==> src/rtl/l2c_wb_arb_pkg.sv <==
// Shared definitions for the L2C writeback arbiter: line/ack-FIFO sizing,
// requester ID width, FSM state encoding and the forwarded beat payload.
package l2c_wb_arb_pkg;

    localparam int unsigned LINE_WORDS = 16;
    localparam int unsigned ACK_DEPTH  = 8;
    localparam int unsigned ID_W       = 1;
    localparam int unsigned BEAT_W     = $clog2(LINE_WORDS);
    localparam int unsigned ACK_CNT_W  = $clog2(ACK_DEPTH) + 1;

    // One-hot arbiter states
    typedef enum logic [2:0] {
        ARB_IDLE = 3'b001,
        BUSY0    = 3'b010,
        BUSY1    = 3'b100
    } arb_state_e;

    // One writeback beat as forwarded to the L2C
    typedef struct packed {
        logic [31:0] adr;
        logic [31:0] data;
    } wb_beat_t;

endpackage

==> src/rtl/wb_id_fifo.sv <==
// Synchronous FIFO of requester IDs, one entry per issued-but-unacked line.
// Ports: clk, rst (sync active-high), push/din, pop/dout (head, show-ahead),
// empty, count (number of stored entries).
module wb_id_fifo
    import l2c_wb_arb_pkg::*;
#(
    parameter int unsigned DEPTH = ACK_DEPTH
) (
    input  logic                   clk,
    input  logic                   rst,
    input  logic                   push,
    input  logic                   pop,
    input  logic [ID_W-1:0]        din,
    output logic [ID_W-1:0]        dout,
    output logic                   empty,
    output logic [$clog2(DEPTH):0] count
);

    localparam int unsigned PTR_W = $clog2(DEPTH);
    localparam int unsigned CNT_W = PTR_W + 1;

    logic [ID_W-1:0]  mem [DEPTH];
    logic [PTR_W-1:0] wr_ptr;
    logic [PTR_W-1:0] rd_ptr;
    logic             do_push;
    logic             do_pop;

    // Guards keep pointers sane even if a caller misbehaves
    assign do_push = push && (count < CNT_W'(DEPTH));
    assign do_pop  = pop && !empty;
    assign empty   = (count == '0);
    assign dout    = mem[rd_ptr];

    always_ff @(posedge clk) begin
        if (do_push) begin
            mem[wr_ptr] <= din;
        end
    end

    always_ff @(posedge clk) begin
        if (rst) begin
            wr_ptr <= '0;
            rd_ptr <= '0;
            count  <= '0;
        end else begin
            if (do_push) begin
                wr_ptr <= wr_ptr + PTR_W'(1);
            end
            if (do_pop) begin
                rd_ptr <= rd_ptr + PTR_W'(1);
            end
            if (do_push && !do_pop) begin
                count <= count + CNT_W'(1);
            end else if (do_pop && !do_push) begin
                count <= count - CNT_W'(1);
            end
        end
    end

endmodule

==> src/rtl/l2c_wb_arb.sv <==
// Two-requester arbiter for the L2C writeback port. Grants whole lines
// round-robin, forwards the granted requester's beats with one cycle of
// latency, and routes each L2C ack back to the line's issuer in issue order.
// Ports: requester 0/1 req/space/beat inputs and ack outputs with stall,
// L2C beat outputs and ack inputs with stall, sticky protocol error o_err.
module l2c_wb_arb
    import l2c_wb_arb_pkg::*;
(
    input  logic        clk_mc,
    input  logic        rst_mc,
    input  logic        i_req0_req,
    input  logic        i_req1_req,
    output logic        o_req0_space,
    output logic        o_req1_space,
    input  logic        i_req0_valid,
    input  logic        i_req1_valid,
    input  logic [31:0] i_req0_adr,
    input  logic [31:0] i_req1_adr,
    input  logic [31:0] i_req0_data,
    input  logic [31:0] i_req1_data,
    input  logic        i_l2c_wb_space,
    output logic        o_l2c_wb_valid,
    output logic [31:0] o_l2c_wb_adr,
    output logic [31:0] o_l2c_wb_data,
    input  logic        i_l2c_wb_ack_valid,
    input  logic        i_l2c_wb_ack_fault,
    input  logic [31:0] i_l2c_wb_ack_adr,
    output logic        o_l2c_wb_ack_stall,
    output logic        o_req0_ack_valid,
    output logic        o_req1_ack_valid,
    output logic        o_req0_ack_fault,
    output logic        o_req1_ack_fault,
    output logic [31:0] o_req0_ack_adr,
    output logic [31:0] o_req1_ack_adr,
    input  logic        i_req0_ack_stall,
    input  logic        i_req1_ack_stall,
    output logic        o_err
);

    arb_state_e           state_q, state_d;
    logic                 rr_q, rr_d;
    logic [BEAT_W-1:0]    cnt_q, cnt_d;
    logic                 beat_vld_q, beat_vld_d;
    wb_beat_t             beat_q, beat_d;
    logic                 err_q, err_d;

    logic                 push;
    logic [ID_W-1:0]      push_id;
    logic                 pop;
    logic [ID_W-1:0]      fifo_dout;
    logic                 fifo_empty;
    logic [ACK_CNT_W-1:0] fifo_count;
    logic                 head;
    logic                 grant_ok;
    logic                 own_valid;
    logic                 other_valid;
    logic [31:0]          own_adr;
    logic [31:0]          own_data;

    wb_id_fifo #(.DEPTH(ACK_DEPTH)) u_id_fifo (
        .clk   (clk_mc),
        .rst   (rst_mc),
        .push  (push),
        .pop   (pop),
        .din   (push_id),
        .dout  (fifo_dout),
        .empty (fifo_empty),
        .count (fifo_count)
    );

    // Granting only with FIFO room guarantees every completed line can be pushed
    assign grant_ok = i_l2c_wb_space && (i_req0_req || i_req1_req)
                      && (fifo_count < ACK_CNT_W'(ACK_DEPTH));

    // Beat source selection by current owner
    assign own_valid   = (state_q == BUSY1) ? i_req1_valid : i_req0_valid;
    assign other_valid = (state_q == BUSY1) ? i_req0_valid : i_req1_valid;
    assign own_adr     = (state_q == BUSY1) ? i_req1_adr   : i_req0_adr;
    assign own_data    = (state_q == BUSY1) ? i_req1_data  : i_req0_data;

    // Next state, round-robin pointer, beat counter, forwarded beat, error
    always_comb begin
        state_d    = state_q;
        rr_d       = rr_q;
        cnt_d      = cnt_q;
        push       = 1'b0;
        push_id    = '0;
        beat_vld_d = 1'b0;
        beat_d     = beat_q;
        err_d      = err_q;

        if (i_l2c_wb_ack_valid && fifo_empty) begin
            err_d = 1'b1;
        end

        case (state_q)
            ARB_IDLE: begin
                if (i_req0_valid || i_req1_valid) begin
                    err_d = 1'b1;
                end
                if (grant_ok) begin
                    if (i_req0_req && (!i_req1_req || !rr_q)) begin
                        state_d = BUSY0;
                        rr_d    = 1'b1;
                    end else begin
                        state_d = BUSY1;
                        rr_d    = 1'b0;
                    end
                end
            end
            BUSY0, BUSY1: begin
                if (other_valid) begin
                    err_d = 1'b1;
                end
                if (own_valid) begin
                    beat_vld_d  = 1'b1;
                    beat_d.adr  = own_adr;
                    beat_d.data = own_data;
                    cnt_d       = cnt_q + BEAT_W'(1);
                    if (cnt_q == BEAT_W'(LINE_WORDS - 1)) begin
                        push    = 1'b1;
                        push_id = ID_W'(state_q == BUSY1);
                        cnt_d   = '0;
                        state_d = ARB_IDLE;
                    end
                end
            end
            default: begin
                state_d = ARB_IDLE;
            end
        endcase
    end

    always_ff @(posedge clk_mc) begin
        if (rst_mc) begin
            state_q    <= ARB_IDLE;
            rr_q       <= 1'b0;
            cnt_q      <= '0;
            beat_vld_q <= 1'b0;
            beat_q     <= '0;
            err_q      <= 1'b0;
        end else begin
            state_q    <= state_d;
            rr_q       <= rr_d;
            cnt_q      <= cnt_d;
            beat_vld_q <= beat_vld_d;
            beat_q     <= beat_d;
            err_q      <= err_d;
        end
    end

    // Grants are the one-hot state bits themselves
    assign o_req0_space   = (state_q == BUSY0);
    assign o_req1_space   = (state_q == BUSY1);
    assign o_l2c_wb_valid = beat_vld_q;
    assign o_l2c_wb_adr   = beat_q.adr;
    assign o_l2c_wb_data  = beat_q.data;
    assign o_err          = err_q;

    // Zero-latency ack routing from the FIFO head; fault/adr are broadcast
    assign head               = fifo_dout[0];
    assign o_l2c_wb_ack_stall = fifo_empty || (head ? i_req1_ack_stall : i_req0_ack_stall);
    assign o_req0_ack_valid   = i_l2c_wb_ack_valid && !fifo_empty && !head;
    assign o_req1_ack_valid   = i_l2c_wb_ack_valid && !fifo_empty && head;
    assign o_req0_ack_fault   = i_l2c_wb_ack_fault;
    assign o_req1_ack_fault   = i_l2c_wb_ack_fault;
    assign o_req0_ack_adr     = i_l2c_wb_ack_adr;
    assign o_req1_ack_adr     = i_l2c_wb_ack_adr;
    assign pop                = i_l2c_wb_ack_valid && !o_l2c_wb_ack_stall;

endmodule
==> config.mk <==
export PLATFORM = sky130hd
export DESIGN_NAME = l2c_wb_arb
export DESIGN_NICKNAME = d
export VERILOG_FILES = /design/src/rtl/l2c_wb_arb_pkg.sv /design/src/rtl/wb_id_fifo.sv /design/src/rtl/l2c_wb_arb.sv
export SDC_FILE = /design/constraint.sdc
export NUM_CORES = 1
export LEC_CHECK = 0
export ABC_AREA = 1
export BUFFER_PORTS_ARGS = -buffer_cell sky130_fd_sc_hd__buf_2
export CORE_AREA = 2 2 121 123
export CTS_BUF_LIST = sky130_fd_sc_hd__clkbuf_16
export DETAILED_ROUTE_END_ITERATION = 8
export DIE_AREA = 0 0 123 125
export PLACE_DENSITY = 0.64
export SYNTH_ARGS = -nofsm -noshare
export SYNTH_HDL_FRONTEND = slang
export SYNTH_SLANG_ARGS = --single-unit
==> constraint.sdc <==
create_clock -name clk_mc -period 6.94 [get_ports clk_mc]
set_clock_uncertainty 0.15 [all_clocks]
set_input_delay 1.388 -clock clk_mc [delete_from_list [all_inputs] [get_ports clk_mc]]
set_output_delay 1.388 -clock clk_mc [all_outputs]
set_load 0.1 [all_outputs]
==> summary.txt, run 1 <==
Status
  – Status: completed

Synthesis
  – Mux contribution to synthesized area: 0%
  – Netlist cell types: 33
  – Mapped Nets: 797
  – Largest cells by area after synthesis: dfxtp_1 37%, nand2_1 13%, buf_4 11%, a31oi_1 8.5%, edfxtp_1 5.1%
  – Area share of fa/ha/maj cells after synthesis: 2.024%
  – Yosys reg bits: 95
  – Synth warn: 0
  – Count leader, synth: nand2_1
  – Ys flop type: dfxtp_1
  – Cells after Synth: 619
  – Asr flop ratio synth: 0%
  – Sequential-to-total area share from yosys stat: 42.18%
  – Synth Area in Compound Gates: 18.70%
  – Post-synthesis simple-gate area fraction: 18.91%
  – Most frequent cells after synthesis: 161 x nand2_1, 87 x dfxtp_1, 66 x buf_4, 64 x a31oi_1, 40 x o21ai_0
  – Synthesized area: 4698 sq um
  – Top-area cell type share of the netlist area: 37.07%
  – Xor-xnor portion of the synthesized cell area: 0.5593%
  – Area leader, netlist: dfxtp_1
  – Largest family of logic cells by synthesized area: simple AND/OR/NAND/NOR gates
  – Average size of a mapped cell: 7.590 sq um
  – Post-synth EDFFs: 8

Worst hold path
  – Hold Startpoint: rr_q
  – HP Class: reg2reg
  – Worst Hold Path Cells: 2
  – Hold Path End: rr_q

Floorplan
  – Die H: 125 um
  – Starting Density: 33.08%
  – Number of top-level pins: 308
  – Total die area: 15380 sq um
  – Row count: 44
  – Die span in x: 123 um
  – Core area: 14200 sq um

Critical path
  – Critical path, cell by cell: buf_2 > inv_1 > nand3_1 > nand2_1 > nand2_1 > buf_2
  – CP Capture Type: output port
  – FF-to-FF path depth: 8
  – CP Data Arrival Time: 2.19 ns
  – CP max stage cell: buf_2
  – R2r startpoint: state_q[2]
  – R2r endpoint: o_l2c_wb_adr[10]
  – R2R setup slack: 3.39 ns
  – Worst path bufs/invs: 3
  – Crit path largest cell delay: 0.42 ns
  – Largest delay share family, worst path: buffers and inverters
  – Setup CP Type: in2out
  – Setup crit start kind: input pin
  – CP required: 5.40 ns
  – CP max FO: 4

Placed design
  – HPWL after DPL: 8352 um
  – GPL Wtd Cong: 0.7792
  – Placed cell areas: 5311 sq um
  – IO Port Bufs: 208

Routing
  – DRT Wirelength: 12110 um
  – Detailed-route via count: 4315
  – Initial drt markers: 129
  – Routed Antenna Nets: 0
  – First drt pass iteration count: 4
  – WL per Instance: 13.05 um
  – DRC: 0
  – Vias/cell: 4.650

Final layout
  – Design Area, Final: 5602 sq um
  – Area added between synthesis and finish: 19.23%
  – Inserted Diodes: 0
  – Fin nets: 917
  – Fillers: 1548
  – Share of layout cells above drive strength 1: 31.59%

Timing
  – Pins over their slew limit: 0
  – Worst-margin pin slew: 0.9994 ns
  – Fmax: 268.4 MHz
  – RSZ-0062 raised after global routing: false
  – Fin. Hold Viols: 0
  – Worst hold slack: 0.3103 ns
  – Setup TNS: 0 ns
  – Headroom to the max-slew limit: 33.37%
  – Tmin final: 3.726 ns
  – Crit share post-route: 53.69%
  – Final setup fails: 0

CTS
  – CTS tree: done
  – Post-CTS Hold Buffers: 0
  – Postcts setup bufs: 0
  – Clock-pin slew on the worst setup and hold paths: 0.07 ns
  – Post-CTS sizing: 0
  – H-tree levels: 3
  – CTS root buffer: clkbuf_16
  – Worst skew pair latency: 0.34 ns
  – Max Root-Sink Buffers: 2
  – Cts bufs inserted: 9
  – Clk sinks: 95

Global route
  – Global-route wire length before repair: 19720 um
  – Global Route Usage Sum: 16.10%
  – Antenna violations before repair: 0
  – Met2 Resource Use GR: 25.02%
  – Most Crowded Layer GR: met2
  – Grt met1 use: 19.59%
  – Met3 Track Usage GR: 6.022%
  – Largest net degree at the start of global routing: 82
  – Vias in the first global route: 4076
  – Total grt overflow: 0

Power
  – Static leakage: 2.739 nW
  – Max VDD drop: 103.4 uV
  – Power per cell area: 247.0 nW/um^2

Job
  – Total of max-cap violations: 0
layer usage:
metal,routed length (um),up-vias
met5,0,-
met3,1042,26
met2,5363,169
li1,-,2259
met4,323,0
met1,5380,1861
power by group:
part | total (mW) | switching [mW] | internal [mW]
Combinational | 0.300 | 0.220 | 0.0801
Sequential | 0.589 | 0.0145 | 0.574
Clock | 0.495 | 0.218 | 0.277
Total | 1.38 | 0.452 | 0.931
area by class of cell:
class	instances	area, sq um	share of cell area [%]
Inverter	39	147.6	2.636
Sequential cell	95	1982	35.38
Timing Repair Buffer	211	1064	18.99
Clock buffer	9	225.2	4.021
Clock inverter	7	65.06	1.161
Multi-Input combinational cell	383	1888	33.71
Tap cell	184	230.2	4.110
worst register-to-register path, delay by kind of cell, from the launching register on:
kind	cells	cell delay [ns]
AOI/OAI and AO/OA	3	0.42
buffers and inverters	2	1.41
DFF	1	0.38
and+or+nand+nor	3	1.06
metrics by stage:
stage	setup WS (ns)	std cells	power [mW]	util, %
2_1_floorplan	2.474	619	1.005	-
3_3_place_gp	3.117	912	0.9017	37.39
3_5_place_dp	3.064	912	0.9025	37.39
4_1_cts	3.206	928	1.404	39.44
5_1_grt	2.928	928	1.450	39.44
6_report	3.214	928	1.384	39.44
how the worst max path moves through the flow:
stage / start / cells after the start / slack, ns / to
final: i_req1_ack_stall / 6 / 3.21 / o_l2c_wb_ack_stall
after global routing: state_q[0] / 9 / 2.93 / o_l2c_wb_data[18]
after CTS: i_req1_ack_stall / 6 / 3.21 / o_l2c_wb_ack_stall
after detailed placement: i_req1_valid / 8 / 3.06 / o_l2c_wb_adr[10]
after global placement: i_req1_valid / 8 / 3.12 / o_l2c_wb_data[17]
after floorplan: i_l2c_wb_ack_valid / 2 / 2.47 / o_req0_ack_valid
logic make-up after synthesis:
| kind of cell | Yosys count |
|---|---|
| compound gates | 157 |
| xor+xnor | 3 |
| fa+ha+maj | 7 |
| buf+inv | 141 |
| flops | 95 |
| simple gates | 216 |
registers in the layout (all words and copies together) (netlist names), named ones only:
| register | count |
|---|---|
| o_l2c_wb_valid | 1 |
| u_id_fifo.count | 4 |
| cnt_q | 4 |
| state_q | 3 |
| o_l2c_wb_adr | 32 |
| rr_q | 1 |
| u_id_fifo.rd_ptr | 3 |
| u_id_fifo.mem | 8 |
| o_err | 1 |
| u_id_fifo.wr_ptr | 3 |
| o_l2c_wb_data | 32 |
cells in the final DEF (no fill, tap or decap), drive strengths merged, types with 11 or more instances in the layout:
cell type	count
nor2	15
nor3	11
nand2	162
dfxtp	87
nand3	22
a21oi	14
a31oi	64
o21ai	76
buf	211
inv	41
No activity file was read; power rests on OpenSTA's default activity.
==> inputs of run 2 (changes only) <==
--- a/config.mk
+++ b/config.mk
@@ -5,13 +5,13 @@
 export SDC_FILE = /design/constraint.sdc
 export NUM_CORES = 1
 export LEC_CHECK = 0
-export ABC_AREA = 1
+export ABC_AREA = 0
 export BUFFER_PORTS_ARGS = -buffer_cell sky130_fd_sc_hd__buf_2
-export CORE_AREA = 2 2 121 123
+export CORE_AREA = 2 2 118 120
 export CTS_BUF_LIST = sky130_fd_sc_hd__clkbuf_16
 export DETAILED_ROUTE_END_ITERATION = 8
-export DIE_AREA = 0 0 123 125
-export PLACE_DENSITY = 0.64
+export DIE_AREA = 0 0 120 122
+export PLACE_DENSITY = 0.67
 export SYNTH_ARGS = -nofsm -noshare
 export SYNTH_HDL_FRONTEND = slang
 export SYNTH_SLANG_ARGS = --single-unit
==> constraint.sdc (replaced) <==
create_clock -name clk_mc -period 3.5 [get_ports clk_mc]
set_clock_uncertainty 0.15 [all_clocks]
set_input_delay 0.7 -clock clk_mc [delete_from_list [all_inputs] [get_ports clk_mc]]
set_output_delay 0.7 -clock clk_mc [all_outputs]
set_load 0.1 [all_outputs]
==> summary.txt, run 2 <==
Power
  – Seq pwr share: 48.7% (+6.2 points)
  – Clock power frac: 39.8% (+4.0 points)
  – Switching Fraction: 25.14% (-7.6 points)
  – Sw power: 0.5774 mW (+28%)
  – Int Pwr: 1.719 mW (+85%)
  – Power per cell area: 401.3 nW/um^2 (+62%)
  – Max VDD drop: 202.1 uV (+95%)
  – Combinational share of power: 11.6% (-10 points)
  – Static leakage: 2.285 nW (-17%)

Synthesis
  – Sequential-to-total area share from yosys stat: 41.99% (-0.19 points)
  – Synthesized area: 4720 sq um (+0.45%)
  – Count leader, synth: dfxtp_1
  – Mapped Nets: 671 (-16%)
  – Area leader, netlist: dfxtp_1
  – Post-synth EDFFs: 8 (unchanged)
  – Netlist cell types: 40 (+21%)
  – Top-area cell type share of the netlist area: 36.90% (-0.17 points)
  – Largest cells by area after synthesis: dfxtp_1 37%, mux2i_1 14%, buf_4 11%, a211oi_1 10%, nor2_1 6.5%
  – Ys flop type: dfxtp_1
  – Asr flop ratio synth: 0% (unchanged)
  – Cells after Synth: 493 (-20%)
  – Yosys reg bits: 95 (unchanged)
  – Synth warn: 0 (unchanged)
  – Most frequent cells after synthesis: 87 x dfxtp_1, 82 x nor2_1, 67 x buf_4, 67 x mux2i_1, 64 x a211oi_1
  – Average size of a mapped cell: 9.573 sq um (+26%)

Job
  – Total of max-cap violations: 0 (unchanged)

Global route
  – Total grt overflow: 0 (unchanged)
  – Vias in the first global route: 3654 (-10%)
  – Largest net degree at the start of global routing: 70 (-15%)
  – Global Route Usage Sum: 14.83% (-1.3 points)
  – Antenna violations before repair: 0 (unchanged)
  – Global-route wire length before repair: 17360 um (-12%)

Final layout
  – Commonest cells after routing, fill and taps aside: 208 x buf_2, 87 x dfxtp_1, 82 x nor2_1
  – Share of layout cells above drive strength 1: 37.24% (+5.7 points)
  – Design Area, Final: 5722 sq um (+2.1%)
  – Most common cell after layout, fill and taps aside: buf_2
  – Inserted Diodes: 0 (unchanged)
  – Area added between synthesis and finish: 21.24%
  – Fillers: 1325 (-14%)
  – Fin nets: 797 (-13%)

Worst hold path
  – Hold Startpoint: rr_q
  – Hold Path End: rr_q
  – HP Class: reg2reg
  – Worst Hold Path Cells: 2 (unchanged)

Timing
  – Pins over their slew limit: 0 (unchanged)
  – RSZ-0062 raised after global routing: false
  – Headroom to the max-slew limit: 56.69% (+23 points)
  – Worst-margin pin slew: 0.6497 ns (-0.3497 ns)
  – Fin. Hold Viols: 0 (unchanged)
  – Worst hold slack: 0.3131 ns (+0.002836 ns)
  – Fmax: 310.2 MHz
  – Tmin final: 3.224 ns
  – Crit share post-route: 92.12%
  – Setup TNS: 0 ns (unchanged)
  – Final setup fails: 0 (unchanged)

Floorplan
  – Number of top-level pins: 308 (unchanged)
  – Core area: 13500 sq um (-4.9%)
  – Die span in x: 120 um (-2.4%)
  – Total die area: 14640 sq um (-4.8%)
  – Die H: 122 um (-2.4%)
  – Starting Density: 34.95% (+1.9 points)
  – Row count: 43 (-2.3%)

Placed design
  – GPL Wtd Cong: 0.7756 (-0.46%)
  – Placed cell areas: 5448 sq um (+2.6%)
  – HPWL after DPL: 8470 um (+1.4%)
  – IO Port Bufs: 208 (unchanged)

Critical path
  – CP required: 3.62 ns (-1.78 ns)
  – Setup crit start kind: flip-flop
  – FF-to-FF path depth: 11 (+3)
  – R2R setup slack: 0.28 ns (-3.11 ns)
  – CP Capture Type: flip-flop
  – Setup CP Type: reg2reg
  – CP max FO: 5 (+1)
  – R2r endpoint: u_id_fifo.count[3]
  – CP Data Arrival Time: 3.34 ns (+1.15 ns)

CTS
  – Clk sinks: 95 (unchanged)
  – Cts bufs inserted: 9 (unchanged)
  – Max Root-Sink Buffers: 2 (unchanged)
  – CTS tree: done
  – CTS root buffer: clkbuf_16
  – H-tree levels: 3 (unchanged)
  – Post-CTS sizing: 0 (unchanged)
  – Worst skew pair latency: 0.34 ns (about the same)
  – Clock-pin slew on the worst setup and hold paths: 0.07 ns (about the same)
  – Post-CTS Hold Buffers: 0 (unchanged)
  – Postcts setup bufs: 0 (unchanged)

Routing
  – DRC: 0 (unchanged)
  – DRT Wirelength: 11200 um (-7.5%)
  – Routed Antenna Nets: 0 (unchanged)
  – Detailed-route via count: 3892 (-9.8%)
  – WL per Instance: 13.95 um (+6.9%)
  – Vias/cell: 4.847 (+4.2%)
  – First drt pass iteration count: 4 (unchanged)
  – Initial drt markers: 95 (-26%)

Status
  – Status: completed
run 2: cell types whose count changed after synthesis, sizes merged, moves of 9 or more:
cell,previous run,this run
a31oi,64,0
o21ai,76,4
inv,38,4
a211oi,0,64
nand3,22,2
nand2,162,12
nor2,15,82
mux2i,0,69
nor3,11,2
run 2: metrics by stage:
| stage | instances | util [%] | total power [mW] | worst slack, ns |
|---|---|---|---|---|
| 6_report | 803 | 42.37 | 2.296 | 0.2759 |
| 5_1_grt | 803 | 42.37 | 2.388 | 0.08545 |
| 4_1_cts | 803 | 42.37 | 2.329 | 0.2892 |
| 3_5_place_dp | 788 | 40.34 | 1.410 | 0.1124 |
| 3_3_place_gp | 788 | 40.34 | 1.404 | 0.2263 |
| 2_1_floorplan | 493 | - | 1.656 | 0.1260 |
run 2: final cells by class:
type / instances / area (sq um) / share of cell area [%]
Clock inverter: 5 / 23.77 / 0.4155
Timing Repair Buffer: 215 / 1119 / 19.55
Tap cell: 180 / 225.2 / 3.936
Inverter: 4 / 15.01 / 0.2624
Sequential cell: 95 / 1982 / 34.64
Multi-Input combinational cell: 294 / 2107 / 36.82
Clock buffer: 10 / 250.2 / 4.373
run 2: cells by family (layout without fill, tap and decap cells):
kind of cell    count (synthesis)  in the layout  share of synthesized area, %
buf+inv                       104            234                         13.81
flops                          95             95                         41.99
mux                            71             71                         16.09
compound gates                 92             92                         14.00
fa+ha+maj                       7              7                         2.015
simple gates                  117            117                         10.79
xor+xnor                        7              7                         1.299
run 2: how the worst max path moves through the flow:
| stage | from | endpoint | slack (ns) | cells past startpoint |
|---|---|---|---|---|
| global route | flip-flop | u_id_fifo.count[3] | 0.09 | 11 |
| detailed placement | i_req1_valid | u_id_fifo.count[3] | 0.11 | 13 |
| CTS | flip-flop | u_id_fifo.count[3] | 0.29 | 11 |
| global placement | i_req1_valid | u_id_fifo.count[3] | 0.23 | 13 |
| finish | flip-flop | u_id_fifo.count[3] | 0.28 | 11 |
| floorplan | flip-flop | o_req0_ack_valid | 0.13 | 3 |
run 2: power groups by stage:
stage / combinational [mW] / sequential (mW) / clock [mW]
CTS: 0.268 / 1.12 / 0.943
global route: 0.285 / 1.12 / 0.984
detailed placement: 0.268 / 1.14 / 0
global placement: 0.262 / 1.14 / 0
floorplan: 0.434 / 1.22 / 0
finish: 0.265 / 1.12 / 0.913
run 2: worst max-delay path: stages (launching register included):
cell     delay (ns)
dfxtp_1        0.36
mux4_1         0.60
mux2i_4        0.25
mux2i_2        0.29
ha_1           0.23
inv_1          0.10
ha_1           0.28
a21o_1         0.17
a21oi_1        0.17
xnor2_1        0.09
or3_1          0.31
a21oi_1        0.14
run 2: per-layer routing:
layer	track usage, %	vias to the layer above	wire, um
met5	0	-	0
met4	6.985	0	232
met3	4.167	22	840
met2	25.28	159	5569
met1	17.22	1776	4560
li1	-	1935	-
==> inputs of run 3 (changes only) <==
--- a/config.mk
+++ b/config.mk
@@ -7,11 +7,12 @@
 export LEC_CHECK = 0
 export ABC_AREA = 0
 export BUFFER_PORTS_ARGS = -buffer_cell sky130_fd_sc_hd__buf_2
-export CORE_AREA = 2 2 118 120
+export CORE_AREA = 2 2 120 122
 export CTS_BUF_LIST = sky130_fd_sc_hd__clkbuf_16
 export DETAILED_ROUTE_END_ITERATION = 8
-export DIE_AREA = 0 0 120 122
+export DIE_AREA = 0 0 122 124
 export PLACE_DENSITY = 0.67
 export SYNTH_ARGS = -nofsm -noshare
 export SYNTH_HDL_FRONTEND = slang
+export SYNTH_HIERARCHICAL = 1
 export SYNTH_SLANG_ARGS = --single-unit
==> summary.txt, run 3 <==
Status
  – Status: completed

Global route
  – Global-route wire length before repair: 17760 um (+2.3%)
  – Largest net degree at the start of global routing: 133 (+90%)
  – Antenna violations before repair: 0 (unchanged)
  – Met3 Track Usage GR: 5.174% (+1.0 points)
  – Grt met1 use: 16.77% (-0.44 points)
  – Met2 Resource Use GR: 25.35% (+0.065 points)
  – Most Crowded Layer GR: met2
  – Global Route Usage Sum: 14.84% (+0.016 points)
  – Total grt overflow: 0 (unchanged)
  – Vias in the first global route: 3744 (+2.5%)

CTS
  – Cts bufs inserted: 9 (unchanged)
  – CTS root buffer: clkbuf_16
  – H-tree levels: 3 (unchanged)
  – Post-CTS sizing: 1 (+1)
  – Max Root-Sink Buffers: 2 (unchanged)
  – Clk sinks: 95 (unchanged)
  – CTS tree: done
  – Worst skew pair latency: 0.35 ns (about the same)
  – Post-CTS Hold Buffers: 0 (unchanged)
  – Clock-pin slew on the worst setup and hold paths: 0.06 ns (about the same)
  – Postcts setup bufs: 0 (unchanged)

Timing
  – Headroom to the max-slew limit: 48.50% (-8.2 points)
  – Worst hold slack: 0.3404 ns (+0.02728 ns)
  – Fmax: 293.8 MHz (-5.3%)
  – Worst-margin pin slew: 0.7654 ns (+0.1157 ns)
  – Crit share post-route: 97.26% (+5.1 points)
  – RSZ-0062 raised after global routing: false
  – Pins over their slew limit: 0 (unchanged)
  – Fin. Hold Viols: 0 (unchanged)
  – Final setup fails: 0 (unchanged)
  – Tmin final: 3.404 ns (+0.1799 ns)

Final layout
  – Core Util, Final: 43.14% (+0.77 points)
  – Fin nets: 807 (+1.3%)
  – Multi-input logic area: 2253 sq um (+6.9%)
  – Most common cell after layout, fill and taps aside: buf_2
  – Area added between synthesis and finish: 20.57%
  – Fillers: 1312 (-0.98%)
  – Share of layout cells above drive strength 1: 41.64% (+4.4 points)
  – Inserted Diodes: 0 (unchanged)
  – FF/Latch Area: 1983 sq um (about the same)
  – Commonest cells after routing, fill and taps aside: 207 x buf_2, 91 x nor2_1, 86 x dfxtp_1

Floorplan
  – Number of top-level pins: 308 (unchanged)
  – Core area: 13720 sq um (+1.6%)
  – Starting Density: 35.78% (+0.83 points)
  – Die H: 124 um (+1.6%)
  – Total die area: 15130 sq um (+3.3%)
  – Row count: 43 (unchanged)
  – Die span in x: 122 um (+1.7%)

Placed design
  – HPWL after DPL: 8608 um (+1.6%)
  – IO Port Bufs: 208 (unchanged)
  – GPL Wtd Cong: 0.8134 (+4.9%)

Synthesis
  – Asr flop ratio synth: 0% (unchanged)
  – Ys flop type: dfxtp_1
  – Top-area cell type share of the netlist area: 35.48% (-1.4 points)
  – Synthesized area: 4908 sq um (+4.0%)
  – Synth warn: 6 (+6)
  – Average size of a mapped cell: 9.778 sq um (+2.1%)
  – Most frequent cells after synthesis: 92 x nor2_1, 87 x dfxtp_1, 69 x buf_4, 67 x mux2i_1, 45 x a211oi_1
  – Sequential-to-total area share from yosys stat: 40.38% (-1.6 points)
  – Netlist cell types: 46 (+15%)
  – Yosys reg bits: 95 (unchanged)
  – Largest cells by area after synthesis: dfxtp_1 35%, mux2i_1 14%, buf_4 11%, nor2_1 7.0%, a211oi_1 6.9%
  – Area leader, netlist: dfxtp_1
  – Count leader, synth: nor2_1
  – Cells after Synth: 502 (+1.8%)
  – Post-synth EDFFs: 8 (unchanged)
  – Mapped Nets: 680 (+1.3%)

Routing
  – DRC: 0 (unchanged)
  – Routed Antenna Nets: 0 (unchanged)
  – Vias/cell: 4.790 (-1.2%)
  – Detailed-route via count: 3899 (+0.18%)
  – Initial drt markers: 125 (+32%)
  – WL per Instance: 14.00 um (+0.33%)
  – DRT Wirelength: 11390 um (+1.7%)
  – First drt pass iteration count: 5 (+1)

Critical path
  – CP Capture Type: flip-flop
  – CP Data Arrival Time: 3.49 ns (+0.15 ns)
  – Setup CP Type: reg2reg
  – CP required: 3.58 ns (-0.04 ns)
  – Setup crit start kind: flip-flop
  – CP max FO: 4 (-1)

Power
  – Power per cell area: 425.1 nW/um^2 (+5.9%)
  – Static leakage: 2.361 nW (+3.3%)
  – Max VDD drop: 333.7 uV (+65%)

Worst hold path
  – HP Class: reg2reg

Job
  – Total of max-cap violations: 0 (unchanged)
-- run 3: cell count changes after synthesis, moves of 4 or more --
cell / before / now
nand2b_1: 2 / 6
buf_2: 8 / 15
buf_6: 0 / 5
nor2_1: 82 / 92
a211oi_1: 64 / 45
a211oi_2: 0 / 20
clkbuf_1: 24 / 9
-- run 3: power breakdown --
part	switching, mW	internal (mW)
Sequential	0.0112	1.11
Combinational	0.180	0.101
Clock	0.420	0.695
-- run 3: layout make-up --
type	count	share of cell area (%)
flip-flops and latches	95	33.51
clock inverters	7	1.882
well taps	180	3.805
multi-input cells	305	38.08
inverters	3	0.1903
repair buffers	215	18.73
clock buffers	9	3.805
-- run 3: layer usage --
| metal | vias up | wire length, um | part of all wire, % |
|---|---|---|---|
| li1 | 1956 | - | - |
| met1 | 1765 | 4607 | 40 |
| met2 | 154 | 5598 | 49 |
| met3 | 24 | 898 | 7.9 |
| met4 | 0 | 289 | 2.5 |
| met5 | - | 0 | 0 |
-- run 3: worst paths after layout --
path | from | endpoint | slack, ns | depth (start not counted)
worst max-delay path | flip-flop | u_id_fifo/count[3] | 0.1 | 12
worst min-delay path | rr_q | rr_q | 0.34 | 1
worst max register to register | flip-flop | u_id_fifo/count[3] | 0.1 | 12
worst min register to register | rr_q | rr_q | 0.34 | 1
-- run 3: kinds of logic after synthesis --
logic type / after synthesis / share of synthesized area, %
compound gates: 89 / 15.58
xor+xnor: 6 / 1.071
fa+ha+maj: 7 / 1.937
buf+inv: 102 / 14.22
flops: 95 / 40.38
mux: 71 / 15.04
simple gates: 132 / 11.78
-- run 3: worst max-delay path, stage by stage, from the launching register on --
cell and delay (ns):
dfxtp_2 0.36, mux4_2 0.50, mux2_2 0.32, a211o_2 0.36, nor2_2 0.14, o41ai_4 0.11, ha_1 0.21, inv_1 0.08
ha_1 0.27, a21oi_2 0.18, a211oi_1 0.09, a31oi_1 0.17, mux2_2 0.36
-- run 3: metrics by stage --
| stage | instances | TNS, ns | power, mW | instance area [sq um] | setup slack (ns) |
|---|---|---|---|---|---|
| 3_5_place_dp | 798 | -0.01055 | 1.428 | 5574 | -0.01055 |
| 5_1_grt | 814 | 0 | 2.610 | 5918 | 0.004752 |
| 6_report | 814 | 0 | 2.516 | 5918 | 0.09601 |
| 3_3_place_gp | 798 | 0 | 1.421 | 5574 | 0.08769 |
| 2_1_floorplan | 502 | -0.1990 | 1.676 | 4920 | -0.1990 |
| 4_1_cts | 814 | 0 | 2.547 | 5913 | 0.01814 |
